==> src/rtl/ps2_rx_pkg.sv <==
// Shared definitions for the PS/2 receive path: frame geometry, FSM state
// type and the odd-parity rule used when PS2_RX_PARITY_CHECK_EN is defined.
package ps2_rx_pkg;

  localparam int PS2_DATA_BITS  = 8;
  localparam int PS2_FRAME_BITS = 11;

  typedef enum logic [1:0] {
    IDLE   = 2'd0,
    DATA   = 2'd1,
    PARITY = 2'd2,
    STOP   = 2'd3
  } ps2_rx_state_t;

  // PS/2 uses odd parity: data bits plus parity bit must contain an odd
  // number of ones.
  function automatic logic odd_parity_ok(input logic [PS2_DATA_BITS-1:0] data,
                                         input logic parity);
    return ^{data, parity};
  endfunction

endpackage

==> src/rtl/ps2_line_filter.sv <==
// Synchroniser plus deglitch filter for one raw PS/2 pin. The filtered
// output only follows the synchronised pin once it has shown the new level
// for FILTER_LEN consecutive cycles. Idles (and resets) high like the bus.
module ps2_line_filter #(
  parameter int FILTER_LEN = 8
) (
  input  logic clk_i,
  input  logic rst_i,
  input  logic line_i,
  output logic line_o
);

  localparam int CW = $clog2(FILTER_LEN + 1);

  logic [1:0]    sync_q;
  logic [CW-1:0] cnt_q;
  logic          filt_q;

  // Two-flop synchroniser for the asynchronous pin.
  always_ff @(posedge clk_i or posedge rst_i) begin
    if (rst_i) begin
      sync_q <= 2'b11;
    end else begin
      sync_q <= {sync_q[0], line_i};
    end
  end

  // Count consecutive samples that disagree with the filtered level; any
  // agreeing sample restarts the count, so short glitches never get through.
  always_ff @(posedge clk_i or posedge rst_i) begin
    if (rst_i) begin
      cnt_q  <= '0;
      filt_q <= 1'b1;
    end else if (sync_q[1] == filt_q) begin
      cnt_q <= '0;
    end else if (cnt_q == CW'(FILTER_LEN - 1)) begin
      filt_q <= sync_q[1];
      cnt_q  <= '0;
    end else begin
      cnt_q <= cnt_q + CW'(1);
    end
  end

  assign line_o = filt_q;

endmodule

==> src/rtl/ps2_rx.sv <==
// PS/2 device-to-host frame receiver. Filters both pins, detects falling
// edges of the filtered clock and deserialises start/8 data/parity/stop
// frames. Good bytes are presented with a one-cycle strobe; dropped frames
// (bad start, bad stop, timeout, and bad parity when checked) give a
// one-cycle error strobe instead.
// Optional feature: define PS2_RX_PARITY_CHECK_EN to reject frames whose
// parity is not odd; otherwise the parity bit is consumed and ignored.
module ps2_rx
  import ps2_rx_pkg::*;
#(
  parameter int FILTER_LEN     = 8,
  parameter int TIMEOUT_CYCLES = 50000
) (
  input  logic       ps2_clk_i,
  input  logic       rst_i,
  input  logic       ps2_line_clk_i,
  input  logic       ps2_line_dat_i,
  output logic [7:0] ps2_key_data_o,
  output logic       ps2_key_data_en_o,
  output logic       frame_err_o
);

  localparam int TW = $clog2(TIMEOUT_CYCLES + 1);
  localparam int BW = $clog2(PS2_DATA_BITS);

  logic clk_f;
  logic dat_f;
  logic clk_f_q;
  logic sample_ev;
  logic timeout_hit;
  logic parity_ok;

  ps2_rx_state_t            state_q,   state_d;
  logic [BW-1:0]            bit_cnt_q, bit_cnt_d;
  logic [PS2_DATA_BITS-1:0] shreg_q,   shreg_d;
  logic [TW-1:0]            tmo_q,     tmo_d;
  logic [7:0]               data_q,    data_d;
  logic                     en_q,      en_d;
  logic                     err_q,     err_d;

  ps2_line_filter #(.FILTER_LEN(FILTER_LEN)) u_clk_filter (
    .clk_i  (ps2_clk_i),
    .rst_i  (rst_i),
    .line_i (ps2_line_clk_i),
    .line_o (clk_f)
  );

  ps2_line_filter #(.FILTER_LEN(FILTER_LEN)) u_dat_filter (
    .clk_i  (ps2_clk_i),
    .rst_i  (rst_i),
    .line_i (ps2_line_dat_i),
    .line_o (dat_f)
  );

  // Previous filtered clock level, for falling-edge detection.
  always_ff @(posedge ps2_clk_i or posedge rst_i) begin
    if (rst_i) begin
      clk_f_q <= 1'b1;
    end else begin
      clk_f_q <= clk_f;
    end
  end

  assign sample_ev   = clk_f_q & ~clk_f;
  assign timeout_hit = (tmo_q == TW'(TIMEOUT_CYCLES));

`ifdef PS2_RX_PARITY_CHECK_EN
  logic parity_q, parity_d;

  // Parity bit as sampled in the PARITY state.
  always_ff @(posedge ps2_clk_i or posedge rst_i) begin
    if (rst_i) begin
      parity_q <= 1'b0;
    end else begin
      parity_q <= parity_d;
    end
  end

  // Latch the parity bit on the sampling event of the PARITY state.
  always_comb begin
    parity_d = parity_q;
    if (sample_ev && state_q == PARITY) begin
      parity_d = dat_f;
    end
  end

  assign parity_ok = odd_parity_ok(shreg_q, parity_q);
`else
  assign parity_ok = 1'b1;
`endif

  // Frame FSM, shift register, bit counter, inactivity timeout and the
  // next values of the output registers.
  always_comb begin
    state_d   = state_q;
    bit_cnt_d = bit_cnt_q;
    shreg_d   = shreg_q;
    tmo_d     = tmo_q;
    data_d    = data_q;
    en_d      = 1'b0;
    err_d     = 1'b0;

    // The timeout only runs mid-frame and restarts on every clock edge.
    if (state_q == IDLE || sample_ev) begin
      tmo_d = '0;
    end else if (!timeout_hit) begin
      tmo_d = tmo_q + TW'(1);
    end

    case (state_q)
      IDLE: begin
        if (sample_ev) begin
          if (!dat_f) begin
            state_d   = DATA;
            bit_cnt_d = '0;
          end else begin
            err_d = 1'b1;
          end
        end
      end
      DATA: begin
        if (sample_ev) begin
          shreg_d[bit_cnt_q] = dat_f;
          if (bit_cnt_q == BW'(PS2_DATA_BITS - 1)) begin
            state_d = PARITY;
          end else begin
            bit_cnt_d = bit_cnt_q + BW'(1);
          end
        end
      end
      PARITY: begin
        if (sample_ev) begin
          state_d = STOP;
        end
      end
      STOP: begin
        if (sample_ev) begin
          state_d = IDLE;
          if (dat_f && parity_ok) begin
            data_d = shreg_q;
            en_d   = 1'b1;
          end else begin
            err_d = 1'b1;
          end
        end
      end
      default: state_d = IDLE;
    endcase

    // A stalled frame is abandoned; the partial byte is simply left behind.
    if (state_q != IDLE && !sample_ev && timeout_hit) begin
      state_d   = IDLE;
      bit_cnt_d = '0;
      err_d     = 1'b1;
    end
  end

  // State and output registers.
  always_ff @(posedge ps2_clk_i or posedge rst_i) begin
    if (rst_i) begin
      state_q   <= IDLE;
      bit_cnt_q <= '0;
      shreg_q   <= '0;
      tmo_q     <= '0;
      data_q    <= 8'h00;
      en_q      <= 1'b0;
      err_q     <= 1'b0;
    end else begin
      state_q   <= state_d;
      bit_cnt_q <= bit_cnt_d;
      shreg_q   <= shreg_d;
      tmo_q     <= tmo_d;
      data_q    <= data_d;
      en_q      <= en_d;
      err_q     <= err_d;
    end
  end

  assign ps2_key_data_o    = data_q;
  assign ps2_key_data_en_o = en_q;
  assign frame_err_o       = err_q;

endmodule
==> config.mk <==
export PLATFORM = sky130hd
export DESIGN_NAME = ps2_rx
export DESIGN_NICKNAME = d
export VERILOG_FILES = /design/src/rtl/ps2_rx_pkg.sv /design/src/rtl/ps2_line_filter.sv /design/src/rtl/ps2_rx.sv
export SDC_FILE = /design/constraint.sdc
export NUM_CORES = 1
export LEC_CHECK = 0
export BUFFER_PORTS_ARGS = -buffer_cell sky130_fd_sc_hd__buf_4
export CAP_MARGIN = 20
export CORE_MARGIN = 2
export CORE_UTILIZATION = 56
export CTS_BUF_LIST = sky130_fd_sc_hd__clkbuf_16
export CTS_CLUSTER_SIZE = 28
export DETAILED_ROUTE_END_ITERATION = 12
export GPL_TIMING_DRIVEN = 0
export PLACE_DENSITY = 0.74
export REMOVE_ABC_BUFFERS = 1
export SYNTH_ARGS = -nofsm -noshare
export SYNTH_HDL_FRONTEND = slang
export SYNTH_SLANG_ARGS = --single-unit
==> constraint.sdc <==
create_clock -name ps2_clk_i -period 3.1 [get_ports ps2_clk_i]
set_input_delay 0.31 -clock ps2_clk_i [delete_from_list [all_inputs] [get_ports ps2_clk_i]]
set_output_delay 0.31 -clock ps2_clk_i [all_outputs]
set_load 0.05 [all_outputs]
==> Word level (Yosys, flattened, before mapping) <==
Index checks and enable logic that the tools add are counted.
{ "totals": {"ramBits": 0, "rom_bits": 0, "out_inout_bits": 10, "latch_bits": 0, "register_bits": 54, "memories": 0} }
{ "classes": {"multipliers": 0, "muxes": 30, "shift": 0, "n_eq_ne": 17, "magnitude_cmp": 2, "div_mod_pow": 0, "reduce_logical": 14, "bitwise": 4, "add_sub_neg": 4} }
{ "ops": {"columns": ["cell", "n"], "rows": [
  ["$mux W16", 2],
  ["$ne A3 B3 Y1 const B", 6],
  ["$add A16 B1 Y16 const B", 1],
  ["$eq A16 B16 Y1 const B", 1],
  ["$mux W4", 4],
  ["$mux W3", 5],
  ["$mux W2", 7],
  ["$add A4 B1 Y4 const B", 2],
  ["$bwmux W8", 1],
  ["$eq A4 B3 Y1 const B", 2],
  ["$pmux W2 S4", 1],
  ["$mux W1", 7],
  ["$pmux W3 S2", 1],
  ["$reduce_and A2 Y1", 3],
  ["$reduce_and A6 Y1", 1],
  ["$reduce_and A5 Y1", 1],
  ["$eq A2 B2 Y1 const B", 2],
  ["$lt A3 B4 Y1 const B", 1],
  ["$add A3 B1 Y3 const B", 1],
  ["$demux W1 S3", 1],
  ["$eq A3 B3 Y1 const B", 1],
  ["$ge A3 B1 Y1 const B", 1],
  ["$logic_and A1 B1 Y1", 3],
  ["$ne A3 B2 Y1 const B", 1],
  ["other kinds (12)", 15]
]} }

==> Depth between registers and ports, before layout <==
Gate-level depths: netlist (run 1).
{ "depth": {"word_depth": 7, "depth_mapped": 7} }

==> Hierarchy <==
Synthesis (run 1) repeated with hierarchy kept, for this count alone.
{ "hier_totals": {"cells_unflattened": 223, "hier_area_um2": 2533.7} }
{ "by_module_without_submodules": {"columns": ["mod", "cells_per_inst", "seq_area_each_um2", "area_per_inst_um2", "n_inst"], "rows": [
  ["ps2_rx", 183, 1002.2, 1965.6, 1],
  ["ps2_line_filter", 20, 178.9, 284.0, 2]
]} }

==> Least setup slack after synthesis (run 1) <==
No wires, ideal clock.
{ "synth_timing": {"path_type": "register to register", "startpoint": "register tmo_q[12]", "endpoint": "register state_q[0]", "setup_time_ns": 0.137, "required_ns": 2.963, "stages_incl_launch_ff": 5, "path_buffers": 0, "t_arrival_ns": 1.625, "slack_ns": 1.338, "path_cell_list": "dfrtp_1 > or4b_4 > nor4_4 > and3_4 > o22ai_1"} }
{ "synth_between": {"elab_chain_cells": 4, "word_cells_on_any_way": 10} }
{ "synth_rtl": {"columns": ["element", "line_no", "source"], "rows": [
  ["start, declared", "ps2_rx.sv:36", "logic [TW-1:0] tmo_q, tmo_d;"],
  ["start signal, assigned", "ps2_rx.sv:172", "tmo_q <= tmo_d;"],
  ["$eq A16 B16 Y1 *", "ps2_rx.sv:65", "assign timeout_hit = (tmo_q == TW'(TIMEOUT_CYCLES));"],
  ["$logic_and A1 B1 Y1 *", "ps2_rx.sv:151", "if (state_q != IDLE && !sample_ev && timeout_hit) begin"],
  ["$ne A3 B3 Y1 (no line) / $ne A3 B2 Y1 (equally long branches)", null, null],
  ["$reduce_and A6 Y1 (no line)", null, null],
  ["end signal, assigned", "ps2_rx.sv:169", "state_q <= state_d;"],
  ["end, declared", "ps2_rx.sv:33", "ps2_rx_state_t state_q, state_d;"]
]} }
Every way passes the cells marked *; elsewhere a longest branch is shown, timed or not.
A chain may end at the register's enable or synchronous reset.

==> Final worst setup path (run 1) <==
{ "layout_timing": {"startpoint": "register tmo_q[12]", "endpoint": "register bit_cnt_q[1]"} }
{ "layout_between": {"elab_chain_cells": 4, "word_cells_on_any_way": 9} }
{ "layout_rtl": {"columns": ["element", "line_no", "source"], "rows": [
  ["$eq A16 B16 Y1 *", "ps2_rx.sv:65", null],
  ["$logic_and A1 B1 Y1 *", "ps2_rx.sv:151", null],
  ["$ne A3 B3 Y1 (no line), or another cell as far along", null, null],
  ["$reduce_and A5 Y1 (no line)", null, null],
  ["end signal, assigned", "ps2_rx.sv:170", "bit_cnt_q <= bit_cnt_d;"],
  ["end, declared", "ps2_rx.sv:34", "logic [BW-1:0] bit_cnt_q, bit_cnt_d;"]
]} }
Marks and branches as above.

==> results of run 1 <==
kinds of logic (layout without fill, tap and decap cells):
| logic type | after synthesis | after routing | synth area share [%] |
|---|---|---|---|
| AND/OR/NAND/NOR | 90 | 90 | 20.3 |
| flip-flops | 54 | 54 | 53.1 |
| multiplexers | 20 | 20 | 8.75 |
| AO/OA/AOI/OAI | 16 | 16 | 4.30 |
| XOR/XNOR | 16 | 16 | 5.47 |
| buffers and inverters | 16 | 30 | 2.69 |
| adder cells (fa/ha/maj) | 11 | 11 | 5.38 |
worst reg2reg max path, stage by stage, from the launching register on:
cell     delay, ns
dfrtp_1       0.43
or4b_4        0.56
nor4_4        0.42
and3_4        0.29
o22ai_1       0.08
registers in the layout, indices dropped and copies added, names as in the netlist:
| name | flops |
|---|---|
| tmo_q | 16 |
| ps2_key_data_o | 8 |
| shreg_q | 8 |
| u_clk_filter.cnt_q | 4 |
| u_dat_filter.cnt_q | 4 |
| bit_cnt_q | 3 |
| state_q | 2 |
| u_clk_filter.sync_q | 2 |
| u_dat_filter.sync_q | 2 |
| clk_f_q | 1 |
| frame_err_o | 1 |
| ps2_key_data_en_o | 1 |
| u_clk_filter.line_o | 1 |
| u_dat_filter.line_o | 1 |
through the flow:
step | cells | setup slack, ns | power, mW
global placement | 280 | 0.835 | 1.40
CTS | 289 | 1.18 | 2.05
finish | 289 | 1.18 | 2.02
global route | 289 | 1.00 | 2.16
floorplan | 215 | 1.34 | 1.30
detailed placement | 281 | 1.19 | 1.42
cell type report:
cell class,count,area share [%]
tap,52,2.27
sequential,54,47.4
clock inverter,3,1.44
inverter,8,1.05
timing repair buffer,14,4.10
clock buffer,5,4.36
multi-input combinational,153,39.4
power groups by stage:
stage                     sequential [mW]  combinational, mW  clock, mW
after floorplan                     0.916              0.381          0
after detailed placement            0.945              0.478          0
final                               0.932              0.474      0.617
after CTS                           0.934              0.482      0.633
after global routing                0.953              0.540      0.665
after global placement              0.938              0.458          0
routing by layer:
metal	up-vias	GRT usage (%)	wire, um
met5	-	0	0
met4	0	7.13	74
met1	770	22.7	1860
met2	26	28.9	1910
li1	802	-	-
met3	8	4.36	122
placed cells by master (no fill, tap or decap), types with 2 or more instances in the layout:
cell,instances
o21ai_0,2
nand4_1,5
clkbuf_16,5
nor2b_1,4
xor2_1,5
dfrtp_1,47
and3b_1,2
inv_1,8
a21oi_1,5
nand3_1,10
dfstp_2,7
nor3b_1,4
nand3b_1,4
nor3_1,6
buf_4,13
nor2_1,23
nor4_1,3
xnor2_1,11
mux2_2,19
ha_1,11
or3_1,2
and3_1,3
o22ai_1,3
nand2_1,15
worst min-delay path by stage:
stage / startpoint / end / slack (ns) / cells after the start
global route: rst_i / ps2_key_data_o[0] / 0.11 / 2
floorplan: ps2_line_clk_i / u_clk_filter.sync_q[0] / 0.31 / 0
CTS: rst_i / shreg_q[1] / 0.09 / 2
detailed placement: u_clk_filter.sync_q[0] / u_clk_filter.sync_q[1] / 0.35 / 0
finish: rst_i / ps2_key_data_o[6] / 0.07 / 2
global placement: u_clk_filter.sync_q[0] / u_clk_filter.sync_q[1] / 0.35 / 0
==> impl_metrics.env, run 1 <==
export IMPL_cp_buffers_inverters=0
export IMPL_layout_drive_gt1_share_pct=23.6
export IMPL_clk_insertion_delay_late_ns=0.29
export IMPL_setup_viol=0
export IMPL_coreArea_mm2=0.00438
export IMPL_reg2reg_depth=4
export IMPL_final_util_pct=65.5
export IMPL_synthTopCellsByCount="dfrtp_1 (47), nor2_1 (23), mux2_2 (19)"
export IMPL_gp_congestion=0.805
export IMPL_die_area_mm2=0.00513
export IMPL_path_class="reg -> reg"
export IMPL_fin_worst_skew_ns=0.00499
export IMPL_r2r_end="bit_cnt_q[1]"
export IMPL_synth_async_reset_ratio_pct=100
export IMPL_die_h_um=71.6
export IMPL_path_max_fanout=6
export IMPL_place_area_mm2=0.00270
export IMPL_hold_buffers=0
export IMPL_rsz0062_at_grt="no"
export IMPL_post_cts_buffers=0
export IMPL_worst_pin_slew_ns=0.544
export IMPL_p_leak_nw=1.34
export IMPL_multi_input_area_mm2=0.00113
export IMPL_timing_rr_start="tmo_q[12]"
export IMPL_critPathTopFamily="simple AND/OR/NAND/NOR gates"
export IMPL_maxSlewViolCount=0
export IMPL_place_hpwl_um=2800
export IMPL_worst_ep_required_time_ns=3.26
export IMPL_wire_per_inst_um=13.7
export IMPL_synth_most_common_cell="dfrtp_1"
export IMPL_antenna_found_initial=0
export IMPL_io_buffers=13
export IMPL_max_stage_delay_ns=0.56
export IMPL_clkTransAtPathRegs_ns=0.07
export IMPL_ys_seq_area_share_pct=53.1
export IMPL_rows=24
export IMPL_cts_resized=0
export IMPL_rrSetupSlack_ns=1.18
export IMPL_comb_power_share_pct=23.5
export IMPL_area_growth_pct=12.1
export IMPL_p_switching_mw=0.632
export IMPL_cts_buffers=5
export IMPL_crit_arrival_ns=2.07
export IMPL_crit_end="bit_cnt_q[1]"
export IMPL_slew_headroom_pct=63.7
export IMPL_ir_drop_mv=0.293
export IMPL_grt_usage_pct=17.7
export IMPL_timing_final_hold_violations=0
export IMPL_drt_iter0_markers=77
export IMPL_hold_path_class="in -> async"
export IMPL_end_kind="register"
export IMPL_synth_edf_count=0
export IMPL_cp_cell_sequence="or4b_4 -> nor4_4 -> and3_4 -> o22ai_1"
export IMPL_initial_core_util_pct=58.4
export IMPL_startpoint="tmo_q[12]"
export IMPL_yosysWarnings=0
export IMPL_grt_pass1_wl_um=7120
export IMPL_clockPowerShare_pct=30.5
export IMPL_fin_hold_ws_ns=0.0670
export IMPL_clock_path_buffers=2
export IMPL_maxCapViolCount=0
export IMPL_dieWidth_um=71.6
export IMPL_internal_power_mw=1.39
export IMPL_cts_tree="done"
export IMPL_netlist_top_cell_by_area="dfrtp_1"
export IMPL_via_per_inst=5.56
export IMPL_min_period_over_period_pct=61.9
export IMPL_cts_sinks=54
export IMPL_synthCells=223
export IMPL_netlist_area_mm2=0.00256
export IMPL_diodes=0
export IMPL_finalSetupTns_ns=0
export IMPL_drtAntennaViolNets=0
export IMPL_fmax_mhz=521
export IMPL_root_buffer="clkbuf_16"
export IMPL_seq_power_share_pct=46.1
export IMPL_via_count=1606
export IMPL_grt_max_degree=30
export IMPL_seq_area_mm2=0.00136
export IMPL_grt_pass1_vias=1590
export IMPL_cellPowerDensity_mw_per_mm2=705
export IMPL_yosys_top_cells_area="dfrtp_1 (46%), mux2_2 (8.4%), dfstp_2 (7.2%)"
export IMPL_wl_um=3970
export IMPL_drc=0
export IMPL_synth_seq_cells=54
export IMPL_pin_count=14
export IMPL_h_tree_depth=2
export IMPL_syn_avg_cell_area_um2=11.5
export IMPL_fillCellCount=319
export IMPL_finalCriticalPeriod_ns=1.92
export IMPL_synth_main_ff_cell="dfrtp_1"
export IMPL_status="finished, final reports clean"
export IMPL_p_sw_share_pct=31.2
export IMPL_slowest_stage="or4b_4"
export IMPL_design_area_mm2=0.00287
export IMPL_path_depth=4
export IMPL_ys_types=41
export IMPL_fin_nets=251
export IMPL_critPathLaunchType="register"
export IMPL_grt_remaining_overflow=0
export IMPL_drtPass1Iterations=4
export IMPL_synth_top_cell_area_share_pct=45.9
Power figures use the tool's default switching activity.
==> run 2: changes to the inputs <==
==> constraint.sdc (replaced) <==
create_clock -name ps2_clk_i -period 1.9 [get_ports ps2_clk_i]
set_input_delay 0.19 -clock ps2_clk_i [delete_from_list [all_inputs] [get_ports ps2_clk_i]]
set_output_delay 0.19 -clock ps2_clk_i [all_outputs]
set_load 0.05 [all_outputs]
==> impl_metrics.env, run 2 (synthesis results as in run 1) <==
export IMPL_drtAntennaViolNets=0
export IMPL_fin_nets=257
export IMPL_dp_cells=281
export IMPL_cts_tree="done"
export IMPL_p_leak_nw=1.36
export IMPL_hold_path_class="reg -> reg"
export IMPL_maxCapViolCount=0
export IMPL_rows=24
export IMPL_dieWidth_um=71.6
export IMPL_die_h_um=71.6
export IMPL_pre_cts_ws_ns=-0.0134
export IMPL_finalCriticalPeriod_ns=1.82
export IMPL_largest_register_ffs=16
export IMPL_grt_pass1_wl_um=7160
export IMPL_grt_remaining_overflow=0
export IMPL_drtPass1Iterations=4
export IMPL_via_per_inst=5.56
export IMPL_clkTransAtPathRegs_ns=0.06
export IMPL_place_hpwl_um=2800
export IMPL_worst_ep_required_time_ns=2.06
export IMPL_drc=0
export IMPL_layout_drive_gt1_share_pct=26.3
export IMPL_clock_path_buffers=2
export IMPL_grt_usage_pct=17.7
export IMPL_io_buffers=13
export IMPL_fmax_mhz=550
export IMPL_cts_buffers=5
export IMPL_area_growth_pct=14.9
export IMPL_setup_viol=0
export IMPL_diodes=0
export IMPL_fillCellCount=313
export IMPL_finalNonFillerCells=295
export IMPL_path_max_fanout=4
export IMPL_layout_commonest_cell="dfrtp_1"
export IMPL_cts_sinks=54
export IMPL_initial_core_util_pct=58.4
export IMPL_end_kind="register"
export IMPL_total_power_mw=3.34
export IMPL_min_period_over_period_pct=95.7
export IMPL_gp_congestion=0.805
export IMPL_fin_worst_skew_ns=0.00494
export IMPL_finalSetupTns_ns=0
export IMPL_grt_max_degree=30
export IMPL_via_count=1641
export IMPL_drt_iter0_markers=67
export IMPL_maxSlewViolCount=0
export IMPL_top_register="tmo_q"
export IMPL_die_area_mm2=0.00513
export IMPL_crit_arrival_ns=1.98
export IMPL_layout_common_cells="dfrtp_1 (47), nor2_1 (23), mux2_2 (19)"
export IMPL_rsz0062_at_grt="yes"
export IMPL_path_class="reg -> reg"
export IMPL_h_tree_depth=2
export IMPL_worst_pin_slew_ns=0.545
export IMPL_critPathLaunchType="register"
export IMPL_status="finished, final reports clean"
export IMPL_layout_setup_ws_ns=0.0810
export IMPL_root_buffer="clkbuf_16"
export IMPL_ir_drop_mv=0.501
export IMPL_wl_um=4030
export IMPL_coreArea_mm2=0.00438
export IMPL_timing_final_hold_violations=0
export IMPL_clk_insertion_delay_late_ns=0.29
export IMPL_pin_count=14
export IMPL_slew_headroom_pct=63.6
export IMPL_grt_pass1_vias=1603
export IMPL_wire_per_inst_um=13.7
export IMPL_cellPowerDensity_mw_per_mm2=1140
export IMPL_antenna_found_initial=0
run 2: changes by cell type in the layout (fill, tap and decap cells not counted), sizes merged:
cell / previous run / this run
buf: 14 / 17
dlygate4sd3: 0 / 3
run 2: final timing paths:
kind / to / depth (start not counted) / startpoint / slack [ns]
hold reg to reg: u_clk_filter.sync_q[1] / 0 / u_clk_filter.sync_q[0] / 0.36
max in group asynchronous: clk_f_q / 4 / rst_i / 0.77
min in group asynchronous: ps2_key_data_o[6] / 3 / rst_i / 0.50
hold / removal: u_clk_filter.sync_q[1] / 0 / u_clk_filter.sync_q[0] / 0.36
setup reg to reg: tmo_q[1] / 5 / tmo_q[13] / 0.08
setup / recovery: tmo_q[1] / 5 / tmo_q[13] / 0.08
run 2: power by group:
part           switching, mW  leakage (nW)  internal, mW
registers              0.193         0.718          1.33
logic                  0.466         0.565         0.341
clock network          0.390        0.0812         0.617
total                   1.05          1.36          2.29
run 2: final cells by class:
cell class	count	area, um2	share of cell area, %
repair buffers	20	170	5.79
well taps	52	65.1	2.21
clock inverters	3	41.3	1.40
clock buffers	5	125	4.26
inverters	8	30.0	1.02
flip-flops and latches	54	1360	46.3
multi-input cells	153	1150	39.1
run 2: through the flow:
stage	hold WS (ns)	util (%)	cell area, um2
2_1_floorplan	0.194	-	2520
3_3_place_gp	0.298	61.2	2680
3_5_place_dp	0.281	61.7	2700
4_1_cts	0.000731	66.3	2910
5_1_grt	0.360	67.1	2940
6_report	0.355	67.1	2940
run 2: timing repair:
item                       in CTS  in global routing
hold buffers                    2                  1
setup buffers                   2                  1
hold endpoints to repair       23                  1
setup endpoints to repair       3                 15
pin swaps                       1                  2
gates resized for setup         0                  5
run 2: per-layer routing:
metal,routed length (um),vias to the layer above,track usage (%)
met2,1920,20,29.1
met5,0,-,0
met1,1930,790,22.7
met3,108,10,4.36
met4,82,0,7.13
li1,-,821,-
run 2: worst max-delay path, stage by stage (launching register included):
cell     delay [ns]
dfrtp_1        0.42
or4b_4         0.56
nor4_4         0.31
buf_4          0.18
mux2i_1        0.17
nor2_1         0.06
==> run 3: changes to the inputs <==
--- a/config.mk
+++ b/config.mk
@@ -5,11 +5,10 @@
 export SDC_FILE = /design/constraint.sdc
 export NUM_CORES = 1
 export LEC_CHECK = 0
-export BUFFER_PORTS_ARGS = -buffer_cell sky130_fd_sc_hd__buf_4
+export BUFFER_PORTS_ARGS = -buffer_cell sky130_fd_sc_hd__clkbuf_2
 export CAP_MARGIN = 20
 export CORE_MARGIN = 2
 export CORE_UTILIZATION = 56
-export CTS_BUF_LIST = sky130_fd_sc_hd__clkbuf_16
 export CTS_CLUSTER_SIZE = 28
 export DETAILED_ROUTE_END_ITERATION = 12
 export GPL_TIMING_DRIVEN = 0
==> impl_metrics.env, run 3 (synthesis results as in run 1) <==
export IMPL_worst_ep_required_time_ns=2.08
export IMPL_slew_headroom_pct=63.5
export IMPL_root_buffer="clkbuf_8"
export IMPL_maxCapViolCount=0
export IMPL_io_buffers=13
export IMPL_clkTransAtPathRegs_ns=0.10
export IMPL_worstHoldPathCells=0
export IMPL_coreArea_mm2=0.00438
export IMPL_largest_register_ffs=16
export IMPL_finalCriticalPeriod_ns=1.84
export IMPL_layout_common_cells="dfrtp_1 (46), nor2_1 (23), mux2_2 (19)"
export IMPL_gp_congestion=0.789
export IMPL_design_area_mm2=0.00283
export IMPL_wl_um=3880
export IMPL_fmax_mhz=544
export IMPL_maxSlewViolCount=0
export IMPL_path_max_fanout=6
export IMPL_drtPass1Iterations=4
export IMPL_reg2reg_depth=5
export IMPL_min_period_over_period_pct=96.8
export IMPL_timing_final_hold_violations=0
export IMPL_area_growth_pct=10.6
export IMPL_hold_path_class="reg -> reg"
export IMPL_status="finished, final reports clean"
export IMPL_dieWidth_um=71.6
export IMPL_worst_pin_slew_ns=0.547
export IMPL_rsz0062_at_grt="yes"
export IMPL_grt_pass1_wl_um=6980
export IMPL_end_kind="register"
export IMPL_p_leak_nw=1.31
export IMPL_initial_core_util_pct=58.4
export IMPL_grt_remaining_overflow=0
export IMPL_ir_drop_mv=0.474
export IMPL_via_count=1650
export IMPL_cellPowerDensity_mw_per_mm2=1080
export IMPL_cts_tree="done"
export IMPL_setup_viol=0
export IMPL_grt_max_degree=30
export IMPL_critPathLaunchType="register"
export IMPL_drt_iter0_markers=97
export IMPL_drc=0
export IMPL_place_area_mm2=0.00267
export IMPL_grt_usage_pct=17.5
export IMPL_via_per_inst=5.63
export IMPL_wire_per_inst_um=13.2
export IMPL_finalSetupTns_ns=0
export IMPL_drtAntennaViolNets=0
export IMPL_layout_drive_gt1_share_pct=24.9
export IMPL_die_area_mm2=0.00513
export IMPL_crit_arrival_ns=2.02
export IMPL_diodes=0
export IMPL_layout_commonest_cell="dfrtp_1"
export IMPL_antenna_found_initial=0
export IMPL_clock_path_buffers=2
export IMPL_place_hpwl_um=2690
export IMPL_rows=24
export IMPL_fin_hold_ws_ns=0.358
export IMPL_fin_worst_skew_ns=0.0140
export IMPL_fin_nets=255
export IMPL_grt_pass1_vias=1584
export IMPL_path_class="reg -> reg"
export IMPL_clk_insertion_delay_late_ns=0.31
export IMPL_pin_count=14
export IMPL_die_h_um=71.6
export IMPL_h_tree_depth=2
export IMPL_cts_buffers=5
export IMPL_cts_sinks=54
export IMPL_top_register="tmo_q"
export IMPL_total_power_mw=3.06
-- run 3: cell count changes in the layout (fill, tap and decap cells not counted), sizes merged --
| cell | before | now |
|---|---|---|
| inv | 9 | 8 |
| clkinvlp | 1 | 0 |
| clkbuf | 5 | 20 |
| buf | 17 | 2 |
-- run 3: worst paths after layout --
check	slack, ns	end	startpoint
setup / recovery	0.06	bit_cnt_q[2]	tmo_q[11]
hold / removal	0.36	u_clk_filter.sync_q[1]	u_clk_filter.sync_q[0]
setup reg to reg	0.06	bit_cnt_q[2]	tmo_q[11]
hold reg to reg	0.36	u_clk_filter.sync_q[1]	u_clk_filter.sync_q[0]
max in group asynchronous	0.83	u_clk_filter.sync_q[1]	rst_i
min in group asynchronous	0.45	ps2_key_data_o[6]	rst_i
-- run 3: final cells by class --
type / count / area [um2]
timing repair buffer: 18 / 123
sequential: 54 / 1360
tap: 52 / 65.1
clock buffer: 7 / 76.3
multi-input combinational: 153 / 1150
clock inverter: 1 / 30.0
inverter: 8 / 30.0
fill: 334 / 1550
-- run 3: through the flow --
stage	setup slack [ns]	utilization (%)	std cells
after floorplan	0.138	-	215
after global placement	-0.211	60.5	280
after detailed placement	-0.0171	60.9	281
after CTS	0.00416	64.1	292
after global routing	-0.00444	64.6	293
final	0.0608	64.6	293
-- run 3: power breakdown --
part | switching [mW] | internal [mW] | leakage, nW
Sequential | 0.189 | 1.33 | 0.716
Combinational | 0.454 | 0.340 | 0.546
Clock | 0.355 | 0.395 | 0.0524
-- run 3: repair_timing --
item,CTS,global route
pin swaps,0,1
resized for setup,1,4
endpoints found under the hold margin,24,0
endpoints found under the setup margin,10,10
setup buffers,0,1
hold buffers,3,0
-- run 3: worst max-delay path, cell delays in order, from the launching register on --
cell and delay, ns:
dfrtp_1 0.45, or4bb_1 0.57, nor4_4 0.22, buf_4 0.18
and3_4 0.22, o22ai_1 0.07
-- run 3: layer usage --
metal	vias up	global-route usage, %	wire (um)
li1	807	-	-
met1	806	22.2	1860
met2	29	27.9	1800
met3	8	4.92	125
met4	0	7.97	91
met5	-	0	0
